===== src/rtl/rgb_pwm_detect_pkg.sv =====
// Shared definitions for the RGB PWM pulse-width detector.
// The channel index constants are the same ones the PWM generator uses.
package rgb_pwm_detect_pkg;

  typedef enum logic [1:0] {
    ST_ACQ  = 2'd0,
    ST_HIGH = 2'd1,
    ST_LOW  = 2'd2
  } det_state_e;

  localparam int RED_INDEX   = 2;
  localparam int GREEN_INDEX = 1;
  localparam int BLUE_INDEX  = 0;

endpackage


===== src/rtl/pwm_chan_detect.sv =====
// Single-channel pulse-width detector: synchronizer, edge detect, measuring FSM
// and latched high/low counts with a one-cycle report strobe.
module pwm_chan_detect
  import rgb_pwm_detect_pkg::*;
#(
  parameter int CNT_WIDTH = 16
) (
  input  logic                 clk_i,
  input  logic                 rst_ni,
  input  logic                 pwm_i,
  output logic [CNT_WIDTH-1:0] high_cnt_o,
  output logic [CNT_WIDTH-1:0] low_cnt_o,
  output logic                 duty_valid_o,
  output logic                 stuck_o
);

  localparam logic [CNT_WIDTH-1:0] CNT_ONE    = CNT_WIDTH'(1);
  localparam logic [CNT_WIDTH-1:0] CNT_MAX    = {CNT_WIDTH{1'b1}};
  localparam logic [CNT_WIDTH-1:0] CNT_MAX_M1 = CNT_MAX - CNT_ONE;

  function automatic logic [CNT_WIDTH-1:0] sat_inc(input logic [CNT_WIDTH-1:0] v);
    return (v == CNT_MAX) ? v : v + CNT_ONE;
  endfunction

  logic s1_q, s2_q, s3_q;
  logic rise, fall;

  det_state_e           state_q, state_d;
  logic [CNT_WIDTH-1:0] hi_q, hi_d, lo_q, lo_d;
  logic [CNT_WIDTH-1:0] high_q, high_d, low_q, low_d;
  logic                 stuck_q, stuck_d, vld_q, vld_d;

  always_ff @(posedge clk_i or negedge rst_ni) begin
    if (!rst_ni) begin
      s1_q <= 1'b0;
      s2_q <= 1'b0;
      s3_q <= 1'b0;
    end else begin
      s1_q <= pwm_i;
      s2_q <= s1_q;
      s3_q <= s2_q;
    end
  end

  assign rise = s2_q & ~s3_q;
  assign fall = ~s2_q & s3_q;

  always_ff @(posedge clk_i or negedge rst_ni) begin
    if (!rst_ni) begin
      state_q <= ST_ACQ;
      hi_q    <= '0;
      lo_q    <= '0;
      high_q  <= '0;
      low_q   <= '0;
      stuck_q <= 1'b0;
      vld_q   <= 1'b0;
    end else begin
      state_q <= state_d;
      hi_q    <= hi_d;
      lo_q    <= lo_d;
      high_q  <= high_d;
      low_q   <= low_d;
      stuck_q <= stuck_d;
      vld_q   <= vld_d;
    end
  end

  // Edges are tested before timeouts so an edge on the timeout cycle still counts.
  always_comb begin
    state_d = state_q;
    hi_d    = hi_q;
    lo_d    = lo_q;
    high_d  = high_q;
    low_d   = low_q;
    stuck_d = stuck_q;
    vld_d   = 1'b0;
    case (state_q)
      ST_ACQ: begin
        if (rise) begin
          hi_d    = CNT_ONE;
          lo_d    = '0;
          state_d = ST_HIGH;
        end else if (hi_q == CNT_MAX_M1) begin
          // Idle timer expires after MAX cycles; report the level it is stuck at.
          high_d  = s2_q ? CNT_MAX : '0;
          low_d   = s2_q ? '0 : CNT_MAX;
          stuck_d = 1'b1;
          vld_d   = 1'b1;
          hi_d    = '0;
        end else begin
          hi_d = sat_inc(hi_q);
        end
      end
      ST_HIGH: begin
        if (fall) begin
          lo_d    = CNT_ONE;
          state_d = ST_LOW;
        end else if (hi_q == CNT_MAX) begin
          high_d  = CNT_MAX;
          low_d   = '0;
          stuck_d = 1'b1;
          vld_d   = 1'b1;
          hi_d    = '0;
          state_d = ST_ACQ;
        end else begin
          hi_d = sat_inc(hi_q);
        end
      end
      ST_LOW: begin
        if (rise) begin
          high_d  = hi_q;
          low_d   = lo_q;
          stuck_d = 1'b0;
          vld_d   = 1'b1;
          hi_d    = CNT_ONE;
          lo_d    = '0;
          state_d = ST_HIGH;
        end else if (lo_q == CNT_MAX) begin
          high_d  = '0;
          low_d   = CNT_MAX;
          stuck_d = 1'b1;
          vld_d   = 1'b1;
          hi_d    = '0;
          state_d = ST_ACQ;
        end else begin
          lo_d = sat_inc(lo_q);
        end
      end
      default: begin
        state_d = ST_ACQ;
        hi_d    = '0;
        lo_d    = '0;
      end
    endcase
  end

  assign high_cnt_o   = high_q;
  assign low_cnt_o    = low_q;
  assign duty_valid_o = vld_q;
  assign stuck_o      = stuck_q;

endmodule


===== src/rtl/rgb_pwm_detect.sv =====
// Multi-channel PWM pulse-width detector: one independent detector per channel,
// outputs packed with channel i at bits [i*CNT_WIDTH +: CNT_WIDTH].
module rgb_pwm_detect
  import rgb_pwm_detect_pkg::*;
#(
  parameter int PWM_CH_COUNT = 3,
  parameter int CNT_WIDTH    = 16
) (
  input  logic                              CLK,
  input  logic                              RESET,
  input  logic [PWM_CH_COUNT-1:0]           PWM_IN,
  output logic [PWM_CH_COUNT*CNT_WIDTH-1:0] HIGH_CNT,
  output logic [PWM_CH_COUNT*CNT_WIDTH-1:0] LOW_CNT,
  output logic [PWM_CH_COUNT-1:0]           DUTY_VALID,
  output logic [PWM_CH_COUNT-1:0]           STUCK
);

  for (genvar g = 0; g < PWM_CH_COUNT; g++) begin : g_chan
    pwm_chan_detect #(
      .CNT_WIDTH(CNT_WIDTH)
    ) u_det (
      .clk_i       (CLK),
      .rst_ni      (RESET),
      .pwm_i       (PWM_IN[g]),
      .high_cnt_o  (HIGH_CNT[g*CNT_WIDTH +: CNT_WIDTH]),
      .low_cnt_o   (LOW_CNT[g*CNT_WIDTH +: CNT_WIDTH]),
      .duty_valid_o(DUTY_VALID[g]),
      .stuck_o     (STUCK[g])
    );
  end

endmodule

===== config.mk =====
export PLATFORM = sky130hd
export DESIGN_NAME = rgb_pwm_detect
export DESIGN_NICKNAME = d
export VERILOG_FILES = /design/src/rtl/rgb_pwm_detect_pkg.sv /design/src/rtl/pwm_chan_detect.sv /design/src/rtl/rgb_pwm_detect.sv
export SDC_FILE = /design/constraint.sdc
export NUM_CORES = 1
export LEC_CHECK = 0
export CAP_MARGIN = 20
export CORE_MARGIN = 2
export CORE_UTILIZATION = 53
export DETAILED_ROUTE_END_ITERATION = 8
export PLACE_DENSITY = 0.77
export SYNTH_ARGS = -nofsm -noshare
export SYNTH_HDL_FRONTEND = slang
export SYNTH_HIERARCHICAL = 1
export SYNTH_SLANG_ARGS = --single-unit

===== constraint.sdc =====
create_clock -name CLK -period 2.4 [get_ports CLK]
set_input_delay 0.48 -clock CLK [delete_from_list [all_inputs] [get_ports CLK]]
set_output_delay 0.48 -clock CLK [all_outputs]
set_load 0.005 [all_outputs]

## Word-level counts from Yosys, hierarchy flattened

Index checks and enable logic that the tools add are counted.

- Bits in registers: 213
- Output and inout port bits: 102
- ROM bits: 0
- Memory bits (writable): 0
- Latch bits: 0
- Memories kept: 0
- Word-level logic and storage cells: 255

- Multiply operators: 0
- Muxes and demuxes: 144
- Shift operators: 0
- Bitwise logic cells: 12
- Divide/modulo/power cells: 0
- Eq/ne operators: 45
- Reduce and logical (&&, ||, !) cells: 18
- Order comparisons: 0
- $add $sub $neg: 6

Operator list:

| kind | number |
|---|---|
| 2-to-1 mux 16 bit | 72 |
| case mux 16 bit (3 select lines) | 12 |
| == test 16 bit (second input constant) | 9 |
| adder 16 x 1 -> 16 bit (second input constant) | 6 |
| 2-to-1 mux 1 bit | 36 |
| 2-to-1 mux 2 bit | 15 |
| AND reduction 3 bit | 9 |
| != test 2 x 1 -> 1 bit (second input constant) | 12 |
| != test 3 x 1 -> 1 bit (second input constant) | 6 |
| case mux 1 bit (3 select lines) | 6 |
| case mux 2 bit (3 select lines) | 3 |
| AND reduction 6 bit | 3 |
| != test 2 bit (second input constant) | 6 |
| != test 4 x 2 -> 1 bit (second input constant) | 3 |
| != test 3 x 2 -> 1 bit (second input constant) | 3 |
| nonzero test 3 bit | 3 |
| AND 1 bit | 6 |
| == test 2 x 1 -> 1 bit (second input constant) | 3 |
| == test 2 bit (second input constant) | 3 |
| logical NOT 2 bit | 3 |
| inverter 1 bit | 6 |

## Depth between registers and ports, before layout

Gate-level depths: netlist (run 1).

- Depth after elaboration: 5
- Depth in mapped cells: 10

## Modules after synthesis

The synthesis (run 1) kept the hierarchy.

By module, submodules not included:

| module | instances | seq. area each (µm²) | cells each | area an instance (µm²) |
|---|---|---|---|---|
| pwm_chan_detect (g_chan[0].u_det) | 1 | 1776.7 | 390 | 4060.1 |
| pwm_chan_detect (g_chan[2].u_det) | 1 | 1776.7 | 417 | 4021.4 |
| pwm_chan_detect (g_chan[1].u_det) | 1 | 1776.7 | 427 | 4007.6 |

## Worst setup path before layout (run 1)

No wires, ideal clock.

- Path kind: flip-flop to flip-flop
- Start: reg g_chan[0].u_det.lo_q[0]
- End: reg g_chan[0].u_det.high_q[0]
- Cell stages (with the launch flop): 9
- Setup time: 0.125 ns
- Buffers on the path: 2
- Data arrival time: 2.186 ns
- Setup slack: 0.089 ns
- Clock period less this slack: 2.311 ns
- Cells stage by stage: dfrtp_1 ha_1 nand3_1 nor4_2 o21ai_4 a221o_1 buf_6 buf_12 mux2_4

- Longest elaborated chain between the ends: 3

Ends and longest elaborated chain:

| item | line | source |
|---|---|---|
| from (decl) | pwm_chan_detect.sv:29 | `logic [CNT_WIDTH-1:0] hi_q, hi_d, lo_q, lo_d;` |
| from (signal assigned) | pwm_chan_detect.sv:60 | `lo_q <= lo_d;` |
| == test 16 bit | pwm_chan_detect.sv:118 | `end else if (lo_q == CNT_MAX) begin` |
| != test 3 x 1 -> 1 bit (no source line) | - |  |
| AND reduction 6 bit (no source line) | - |  |
| to (signal assigned) | pwm_chan_detect.sv:61 | `high_q <= high_d;` |
| to (decl) | pwm_chan_detect.sv:30 | `logic [CNT_WIDTH-1:0] high_q, high_d, low_q, low_d;` |

No other way between the ends.
A chain may end at the register's enable or synchronous reset.

## Worst setup path after layout (run 1)

- Start: reg g_chan[0].u_det.hi_q[0]
- End: reg g_chan[0].u_det.high_q[14]

- Longest elaborated chain between the ends: 3

Ends and longest elaborated chain:

| item | line | source |
|---|---|---|
| from (decl) | pwm_chan_detect.sv:29 |  |
| from (signal assigned) | pwm_chan_detect.sv:59 | `hi_q <= hi_d;` |
| == test 16 bit (on tied branches) | pwm_chan_detect.sv:98, pwm_chan_detect.sv:83 |  |
| != test 2 x 1 -> 1 bit (no source line) | - |  |
| AND reduction 6 bit (no source line) (*) | - |  |

Every way passes the cells marked *; elsewhere a longest branch is shown, timed or not.

==> results_tabular.tex, run 1 <==
\begin{tabular}{lr}
\hline
Metric & Value \\
\hline
\multicolumn{2}{l}{\textbf{Clocking}} \\
\quad Number of H-tree branching levels & 1 \\
\quad Clock root buffer & clkbuf\_16 \\
\quad Max Buffers Root-to-Sink & 3 \\
\quad Later-pin clock latency in the skew report & 0.53 ns \\
\quad Clk slew on worst S/H paths & approximately 0.060 ns \\
\quad Clock tree from TritonCTS & built \\
\quad Clk sinks & 213 \\
\quad Total clock buffers created by CTS & 25 \\
\multicolumn{2}{l}{\textbf{STA}} \\
\quad Post-Route Setup TNS & 0 ns \\
\quad Worst Clk Skew & 0.0138 ns \\
\quad Hold Fails Final Rpt & 0 \\
\quad PnR worst setup slack & about 0.011 ns \\
\quad Count of endpoints failing setup in the final report & 0 \\
\quad Share of the clock period used by the worst path & 99.6\% \\
\quad Fmax achieved & $\sim$420 MHz \\
\quad Worst-Margin Slew & 1.09 ns \\
\quad Setup repair after global routing missed its margin & yes \\
\quad Crit path time final & $\sim$2.4 ns \\
\quad Headroom to the max-slew limit & a little over a quarter \\
\quad Final slew viol count & 0 \\
\multicolumn{2}{l}{\textbf{Floorplan}} \\
\quad Overall die width & about 160 um \\
\quad Die Y-Extent & 155 um \\
\quad Top-Level Pins & 107 \\
\quad Effective utilization at floorplan & 53.7\% \\
\quad Placeable Area & 0.0225 mm\^{}2 \\
\quad Area of the die & 0.0240 mm\^{}2 \\
\quad Std cell rows & 55 \\
\multicolumn{2}{l}{\textbf{Cells and area}} \\
\quad Fraction of final layout cells with drive strength greater than 1 & 17.9\% \\
\quad NumNets Final & 1421 \\
\quad Number of standard cells in the final layout excluding fillers & around 1.7k \\
\quad Area Overhead vs Synth & 22.6\% \\
\quad Inserted Diodes & 0 \\
\quad Final core utilization & 65.9\% \\
\multicolumn{2}{l}{\textbf{Run status}} \\
\quad Outcome & finished clean \\
\multicolumn{2}{l}{\textbf{Yosys}} \\
\quad Synthesized netlist net count & 1260 \\
\quad Unique cell type count in the Yosys netlist & 75 \\
\quad Fraction of post-synthesis cell area in the top cell type by area & around 44\% \\
\quad Synthesized-area fraction occupied by ao, oa, aoi and oai cells & 16.9\% \\
\quad Arithmetic-cell share of the synthesized area counting full adders, half adders and majority gates & 2.17\% \\
\quad Synthesized instance count & roughly 1.2k \\
\quad Cell taking the most area after synthesis & dfrtp\_1 \\
\quad Fraction of the mapped netlist area in simple logic gates & 20.1\% \\
\quad Biggest area contributors in the synthesized netlist & dfrtp\_1, mux2\_4, nand2\_1 \\
\quad Share of flip-flops with an asynchronous set or reset & 100\% \\
\quad Dominant register cell in the synthesized netlist & dfrtp\_1 \\
\quad XOR/XNOR share of the synthesized area & 0\% \\
\quad Post-synthesis sequential element count & around 210 \\
\quad EDFF count, synth & 0 \\
\quad Area of the mapped netlist & 0.0121 mm\^{}2 \\
\quad Mean Syn Cell Area & $\sim$9.8 um\^{}2 \\
\quad Largest family of logic cells by synthesized area & simple AND/OR/NAND/NOR gates \\
\quad Yosys warning total & 6 \\
\quad Portion of netlist area occupied by mux cells & approximately 11\% \\
\quad Proportion of synthesized chip area in sequential cells & 44.1\% \\
\multicolumn{2}{l}{\textbf{Setup path}} \\
\quad Crit start category & flip-flop \\
\quad Endpoint kind of the worst setup timing path & flip-flop \\
\quad Signal arrival time at the worst endpoint & around 2.8 ns \\
\quad Req. time, crit path & 2.80 ns \\
\quad Critical Path Fanout Max & 29 \\
\quad Type of the worst setup path & reg -> reg \\
\multicolumn{2}{l}{\textbf{Flow run}} \\
\quad Max-cap violations & 0 \\
\multicolumn{2}{l}{\textbf{Global route}} \\
\quad Largest net degree at the start of global routing & 62 \\
\quad Remaining global-route overflow & 0 \\
\quad Global-route wire length before repair & 48600 um \\
\quad Vias in the first global route & roughly 9.8k \\
\quad Overall Global Routing Usage & 23.9\% \\
\quad Number of antenna violations at the first check in global routing & 0 \\
\multicolumn{2}{l}{\textbf{Route}} \\
\quad Final routed wire length divided by cell count & 17.1 um \\
\quad Number of antenna-violating nets in the routed design & 0 \\
\quad Final wirelength & 28900 um \\
\quad Per-cell via count in the routed design & 5.97 \\
\quad Starting DRC count in detailed routing & 731 \\
\quad DR DRC count & 0 \\
\quad Total number of vias & 10.1k \\
\quad First-pass iteration count of the detailed router & 5 \\
\multicolumn{2}{l}{\textbf{Placed design}} \\
\quad Hpwl dp & 19800 um \\
\quad Final estimated routing congestion in global placement & 0.913 \\
\quad Post-placement setup slack & -0.0297 ns \\
\quad I/O Buffers & 106 \\
\quad Total placed cells including tap cells & around 1.6k \\
\multicolumn{2}{l}{\textbf{Worst hold path}} \\
\quad Type of the worst min-delay path & reg -> reg \\
\multicolumn{2}{l}{\textbf{Pwr}} \\
\quad Pwr per Cell Area & 1180 mW/mm\^{}2 \\
\quad VDD IR max & 0.717 mV \\
\quad Static Leakage & between 0.006 and 0.007 uW \\
\hline
\end{tabular}
where the power goes:
group	switching (uW)	internal, uW	total [uW]	leakage (uW)
Sequential	634	4580	5220	0.00276
Combinational	4040	4610	8650	0.00359
Clock	1480	2110	3590	0.000382
routing by layer:
| layer | GRT usage [%] | vias up | wire [um] |
|---|---|---|---|
| met4 | 7.05 | 0 | 610 |
| met5 | 0 | - | 0 |
| met2 | 40.3 | 298 | 14200 |
| met1 | 32.7 | 4957 | 12800 |
| met3 | 2.76 | 47 | 1340 |
| li1 | - | 4827 | - |
critical path, stage by stage (launching register included):
cell and delay [ns]:
dfrtp_1 0.39, ha_2 0.21, nand4_1 0.17, or4_4 0.50, a221o_2 0.45, buf_12 0.20, mux2_4 0.32
layout by cell type, fill, tap and decap left out, types with 7 or more instances in the layout:
cell | synthesis | layout
o31ai_1 | 50 | 50
buf_12 | 4 | 7
a21oi_1 | 67 | 67
a22o_1 | 16 | 16
inv_1 | 66 | 66
buf_4 | 4 | 98
nor2b_1 | 7 | 7
a21o_1 | 9 | 9
o211ai_1 | 12 | 12
dfrtp_1 | 213 | 211
o41ai_1 | 12 | 12
clkdlybuf4s50_1 | 0 | 105
a31oi_1 | 12 | 12
nand2_1 | 164 | 164
nor3_1 | 12 | 12
and4_1 | 9 | 9
and2_1 | 11 | 10
clkbuf_1 | 42 | 8
mux2_1 | 19 | 19
a21o_2 | 10 | 10
and3_1 | 15 | 15
a211oi_1 | 10 | 10
nand4_1 | 35 | 35
o22ai_1 | 9 | 9
nand3_1 | 63 | 60
o21ai_0 | 50 | 50
mux2i_1 | 37 | 37
or4_1 | 24 | 24
nor2_1 | 53 | 53
clkbuf_16 | 0 | 25
ha_1 | 21 | 18
mux2_4 | 44 | 44
nand2b_1 | 18 | 18
final cells by class:
| type | count | area (um^2) |
|---|---|---|
| Fill cell | 1799 | 7680 |
| Inverter | 66 | 248 |
| Multi-Input combinational cell | 876 | 6150 |
| Clock buffer | 39 | 738 |
| Timing Repair Buffer | 213 | 1960 |
| Sequential cell | 213 | 5330 |
| Tap cell | 285 | 357 |
| Clock inverter | 4 | 35.0 |
synth_stat cells, types with 5 or more instances:
| library cell | count |
|---|---|
| clkbuf_1 | 42 |
| nor4_1 | 8 |
| a21oi_1 | 67 |
| nand2_1 | 164 |
| dfrtp_1 | 213 |
| o21ai_0 | 50 |
| nand2b_1 | 18 |
| buf_2 | 15 |
| buf_6 | 8 |
| nor3_1 | 12 |
| mux2_1 | 19 |
| a22o_1 | 16 |
| mux2_4 | 44 |
| or4_1 | 24 |
| a31oi_1 | 12 |
| nand3_1 | 63 |
| o2bb2ai_1 | 5 |
| a211oi_1 | 10 |
| and2_1 | 11 |
| inv_1 | 66 |
| nor2_1 | 53 |
| a211o_1 | 5 |
| and3_1 | 15 |
| o41ai_1 | 12 |
| o22ai_1 | 9 |
| o31ai_1 | 50 |
| ha_1 | 21 |
| a21o_2 | 10 |
| nand4_1 | 35 |
| a21o_1 | 9 |
| nor2b_1 | 7 |
| mux2_2 | 6 |
| and4_1 | 9 |
| o211ai_1 | 12 |
| clkbuf_2 | 5 |
| mux2i_1 | 37 |
path summary, 6_finish.rpt:
kind,cells after the start,slack (ns),startpoint,to
max in group asynchronous,3,1.24,RESET,g_chan[0].u_det/high_cnt_o[14]
min in group asynchronous,2,0.51,RESET,g_chan[2].u_det/hi_q[12]
hold reg to reg,0,0.36,g_chan[0].u_det/s1_q,g_chan[0].u_det/s2_q
setup / recovery,6,0.01,g_chan[0].u_det/hi_q[0],g_chan[0].u_det/high_cnt_o[14]
setup reg to reg,6,0.01,g_chan[0].u_det/hi_q[0],g_chan[0].u_det/high_cnt_o[14]
hold / removal,0,0.36,g_chan[0].u_det/s1_q,g_chan[0].u_det/s2_q
sequential cells by signal (all words and copies together), names as in the netlist:
signal / count
g_chan.u_det/duty_valid_o: 3
g_chan.u_det/hi_q: 48
g_chan.u_det/high_cnt_o: 48
g_chan.u_det/lo_q: 48
g_chan.u_det/low_cnt_o: 48
g_chan.u_det/s1_q: 3
g_chan.u_det/s2_q: 3
g_chan.u_det/s3_q: 3
g_chan.u_det/state_q: 6
g_chan.u_det/stuck_o: 3
through the flow:
stage | cell area [um^2] | total power [uW] | hold slack, ns
after detailed placement | 13900 | 13800 | 0.343
after global placement | 13900 | 13500 | 0.334
after global routing | 14800 | 18600 | 0.368
after floorplan | 12100 | 10600 | 0.184
final | 14800 | 17500 | 0.356
after CTS | 14700 | 17500 | 0.361
logic make-up after synthesis:
family,Yosys count
simple gates,452
flops,213
compound gates,297
fa+ha+maj,21
mux,106
buf+inv,145
repair_timing:
item / CTS / global route
setup endpoints to repair: 31 / 133
hold buffers: 1 / 0
endpoints found under the hold margin: 54 / 0
pin swaps: 0 / 4
resized for setup: 0 / 21
setup buffers: 2 / 6
Power figures use the tool's default switching activity.
==> inputs of run 2 (changes only) <==
--- a/config.mk
+++ b/config.mk
@@ -9,6 +9,7 @@
 export CORE_MARGIN = 2
 export CORE_UTILIZATION = 53
 export DETAILED_ROUTE_END_ITERATION = 8
+export HOLD_SLACK_MARGIN = 0.08
 export PLACE_DENSITY = 0.77
 export SYNTH_ARGS = -nofsm -noshare
 export SYNTH_HDL_FRONTEND = slang
==> results of run 2 <==
Final layout, timing and power as in run 1 (identical DEF).
==> inputs of run 3 (changes only) <==
--- a/config.mk
+++ b/config.mk
@@ -5,6 +5,7 @@
 export SDC_FILE = /design/constraint.sdc
 export NUM_CORES = 1
 export LEC_CHECK = 0
+export ABC_AREA = 1
 export CAP_MARGIN = 20
 export CORE_MARGIN = 2
 export CORE_UTILIZATION = 53
==> results_tabular.tex, run 3 <==
\begin{tabular}{lr}
\hline
Metric & Value \\
\hline
\multicolumn{2}{l}{\textbf{Run status}} \\
\quad Outcome & finished clean \\
\multicolumn{2}{l}{\textbf{Yosys}} \\
\quad Mean Syn Cell Area & 7.54 um\^{}2 \\
\quad Synthesized netlist net count & approximately 1.7k \\
\quad Fraction of post-synthesis cell area in the top cell type by area & 41.5\% \\
\quad Area of the mapped netlist & approximately 0.013 mm\^{}2 \\
\quad Most used standard cells in the synthesized netlist & nand2\_1, dfrtp\_1, inv\_1 \\
\quad Unique cell type count in the Yosys netlist & 46 \\
\quad Share of flip-flops with an asynchronous set or reset & 100\% \\
\quad Cell taking the most area after synthesis & dfrtp\_1 \\
\quad Dominant register cell in the synthesized netlist & dfrtp\_1 \\
\quad Synthesized instance count & roughly 1.7k \\
\quad Biggest area contributors in the synthesized netlist & dfrtp\_1, nand2\_1, inv\_1 \\
\quad Proportion of synthesized chip area in sequential cells & about two fifths \\
\quad Yosys warning total & 6 \\
\quad EDFF count, synth & 0 \\
\quad Top-count cell post-synth & nand2\_1 \\
\quad Post-synthesis sequential element count & 213 \\
\multicolumn{2}{l}{\textbf{Route}} \\
\quad Per-cell via count in the routed design & 5.37 \\
\quad First-pass iteration count of the detailed router & 5 \\
\quad Starting DRC count in detailed routing & between 800 and 900 \\
\quad Number of antenna-violating nets in the routed design & 0 \\
\quad Final routed wire length divided by cell count & 15.0 um \\
\quad Total number of vias & 11.6k \\
\quad DR DRC count & 0 \\
\quad Final wirelength & between 30000 and 40000 um \\
\multicolumn{2}{l}{\textbf{Floorplan}} \\
\quad Die Y-Extent & 160 um \\
\quad Effective utilization at floorplan & 54.5\% \\
\quad Area of the die & 0.0255 mm\^{}2 \\
\quad Std cell rows & 56 \\
\quad Overall die width & 160 um \\
\quad Placeable Area & 0.0236 mm\^{}2 \\
\quad Top-Level Pins & 107 \\
\multicolumn{2}{l}{\textbf{Pwr}} \\
\quad Part of the power in combinational logic & 51.0\% \\
\quad Portion of total power attributed to the clock network & 20.1\% \\
\quad Net switching component of the power & 7780 uW \\
\quad Static Leakage & 0.00678 uW \\
\quad Cell-internal power & 10800 uW \\
\quad VDD IR max & 0.722 mV \\
\quad Part of the power in registers & 28.9\% \\
\quad Overall power after layout & between 15000 and 20000 uW \\
\quad Pwr per Cell Area & about 1200 mW/mm\^{}2 \\
\quad Fraction of power spent switching nets & 41.8\% \\
\multicolumn{2}{l}{\textbf{Global route}} \\
\quad Global-route wire length before repair & 53800 um \\
\quad Number of antenna violations at the first check in global routing & 1 \\
\quad Remaining global-route overflow & 0 \\
\quad Vias in the first global route & 11.0k \\
\quad Largest net degree at the start of global routing & 71 \\
\quad Overall Global Routing Usage & 25.1\% \\
\multicolumn{2}{l}{\textbf{Worst hold path}} \\
\quad Type of the worst min-delay path & reg -> reg \\
\quad Instance count along the most critical hold path & 0 \\
\multicolumn{2}{l}{\textbf{Setup path}} \\
\quad Depth of the critical timing path with buffers and inverters included & 11 \\
\quad Most used cell along the critical path & nor2\_4 \\
\quad Critical path cell sequence & ha\_1, clkinv\_1, nor2\_4, nand2\_4, nor2\_8, nor2\_2, nor2\_4, nand3\_4, buf\_12, nand2\_1, o21ai\_2 \\
\quad Register-to-Register Path Depth & 11 \\
\quad Crit Reg-Reg Startpoint & g\_chan[2].u\_det/hi\_q[1] \\
\quad Max stage delay cell, worst path & dfrtp\_1 \\
\quad Critical Path Fanout Max & 38 \\
\quad Slack of the worst reg-to-reg path & 0.19 ns \\
\quad Critical path launch point & g\_chan[2].u\_det/hi\_q[1] \\
\quad Reg-to-reg critical path endpoint & g\_chan[2].u\_det/low\_cnt\_o[10] \\
\quad Cell family with the largest share of critical-path delay & simple AND/OR/NAND/NOR gates \\
\quad Type of the worst setup path & reg -> reg \\
\quad Combined buffer and inverter count along the critical path & 2 \\
\quad Endpoint kind of the worst setup timing path & flip-flop \\
\quad Signal arrival time at the worst endpoint & 2.60 ns \\
\quad Crit start category & flip-flop \\
\quad Req. time, crit path & 2.79 ns \\
\quad Stage delay of the slowest cell on the critical path & 0.42 ns \\
\quad Worst setup endpoint & g\_chan[2].u\_det/low\_cnt\_o[10] \\
\multicolumn{2}{l}{\textbf{STA}} \\
\quad Worst Clk Skew & about 0.0082 ns \\
\quad Share of the clock period used by the worst path & 92.2\% \\
\quad Headroom to the max-slew limit & about three fifths \\
\quad Hold Fails Final Rpt & 0 \\
\quad Post-Route Setup TNS & 0 ns \\
\quad Count of endpoints failing setup in the final report & 0 \\
\quad Worst-Margin Slew & 0.612 ns \\
\quad Fmax achieved & 452 MHz \\
\quad Final slew viol count & 0 \\
\quad Crit path time final & around 2.2 ns \\
\quad Setup repair after global routing missed its margin & no \\
\multicolumn{2}{l}{\textbf{Clocking}} \\
\quad Clock tree from TritonCTS & built \\
\quad Clock root buffer & clkbuf\_16 \\
\quad Later-pin clock latency in the skew report & 0.51 ns \\
\quad Total clock buffers created by CTS & 25 \\
\quad Number of H-tree branching levels & 1 \\
\quad Clk sinks & 213 \\
\quad Clk slew on worst S/H paths & $\sim$0.060 ns \\
\quad Max Buffers Root-to-Sink & 3 \\
\multicolumn{2}{l}{\textbf{Flow run}} \\
\quad Max-cap violations & 0 \\
\multicolumn{2}{l}{\textbf{Placed design}} \\
\quad I/O Buffers & between 100 and 150 \\
\quad Final estimated routing congestion in global placement & about 0.9 \\
\quad Hpwl dp & 23000 um \\
\multicolumn{2}{l}{\textbf{Cells and area}} \\
\quad NumNets Final & $\sim$1.8k \\
\quad Most common cell after layout, fill and taps aside & nand2\_1 \\
\quad Fraction of final layout cells with drive strength greater than 1 & 14.0\% \\
\quad Most used cells in the layout excluding fill and tap cells & nand2\_1, dfrtp\_1, inv\_1 \\
\quad Area Overhead vs Synth & 17.4\% \\
\quad Final core utilization & 63.9\% \\
\hline
\end{tabular}
[run 3: changes by cell type after synthesis, sizes merged, moves of 37 or more]
cell and delta:
o31ai -48, o21ai +68, nand2 +292, a31oi +41, mux2 -69, nand3 +64
nor2 +178, inv +129, mux2i -37
[run 3: worst min path at each step]
stage	startpoint	to	slack, ns
4_1_cts	g_chan[1].u_det/s1_q	g_chan[1].u_det/s2_q	0.35
6_report	g_chan[1].u_det/s1_q	g_chan[1].u_det/s2_q	0.35
5_1_grt	g_chan[1].u_det/s1_q	g_chan[1].u_det/s2_q	0.35
3_3_place_gp	g_chan[0].u_det/s1_q	g_chan[0].u_det/s2_q	0.33
2_1_floorplan	RESET	g_chan[0].u_det/duty_valid_o	0.18
3_5_place_dp	g_chan[1].u_det/s1_q	g_chan[1].u_det/s2_q	0.34
[run 3: layer usage]
layer	GRT usage (%)	wire, um	share of wire [%]
met3	3.38	1830	5.7
met1	34.5	14400	45
met2	42.5	15400	48
met4	5.74	596	1.8
met5	0	0	0
[run 3: power by group through the flow]
stage / logic [uW] / registers, uW / clock network (uW)
6_report: 9500 / 5370 / 3740
3_3_place_gp: 9160 / 5400 / 0
3_5_place_dp: 9360 / 5410 / 0
5_1_grt: 10500 / 5490 / 3960
4_1_cts: 9450 / 5370 / 3830
2_1_floorplan: 6190 / 5330 / 0
[run 3: logic make-up after synthesis]
kind of cell,synth area share (%)
AO/OA/AOI/OAI,14.4
XOR/XNOR,1.09
adder cells (fa/ha/maj),2.04
buffers and inverters,9.55
flip-flops,41.5
AND/OR/NAND/NOR,31.5
[run 3: area by class of cell]
| cell class | count | area (um^2) |
|---|---|---|
| Inverter | 203 | 769 |
| Antenna cell | 1 | 2.50 |
| Sequential cell | 213 | 5330 |
| Tap cell | 319 | 399 |
| Clock inverter | 10 | 105 |
| Timing Repair Buffer | 147 | 1470 |
| Clock buffer | 35 | 713 |
| Fill cell | 2116 | 8520 |
| Multi-Input combinational cell | 1223 | 6300 |
[run 3: repair_timing]
item / in CTS / in global routing
hold buffers: 1 / 0
setup endpoints to repair: 0 / 10
setup buffers: 0 / 0
gates resized for setup: 0 / 1
hold endpoints to repair: 63 / 0
[run 3: stage by stage]
| stage | instance area [um^2] | hold WS, ns | std cells | worst slack (ns) |
|---|---|---|---|---|
| 5_1_grt | 15100 | 0.351 | 2150 | 0.00774 |
| 2_1_floorplan | 12900 | 0.184 | 1706 | 0.523 |
| 3_3_place_gp | 14200 | 0.334 | 2103 | 0.303 |
| 6_report | 15100 | 0.349 | 2151 | 0.188 |
| 3_5_place_dp | 14200 | 0.339 | 2103 | 0.229 |
| 4_1_cts | 15100 | 0.351 | 2149 | 0.189 |
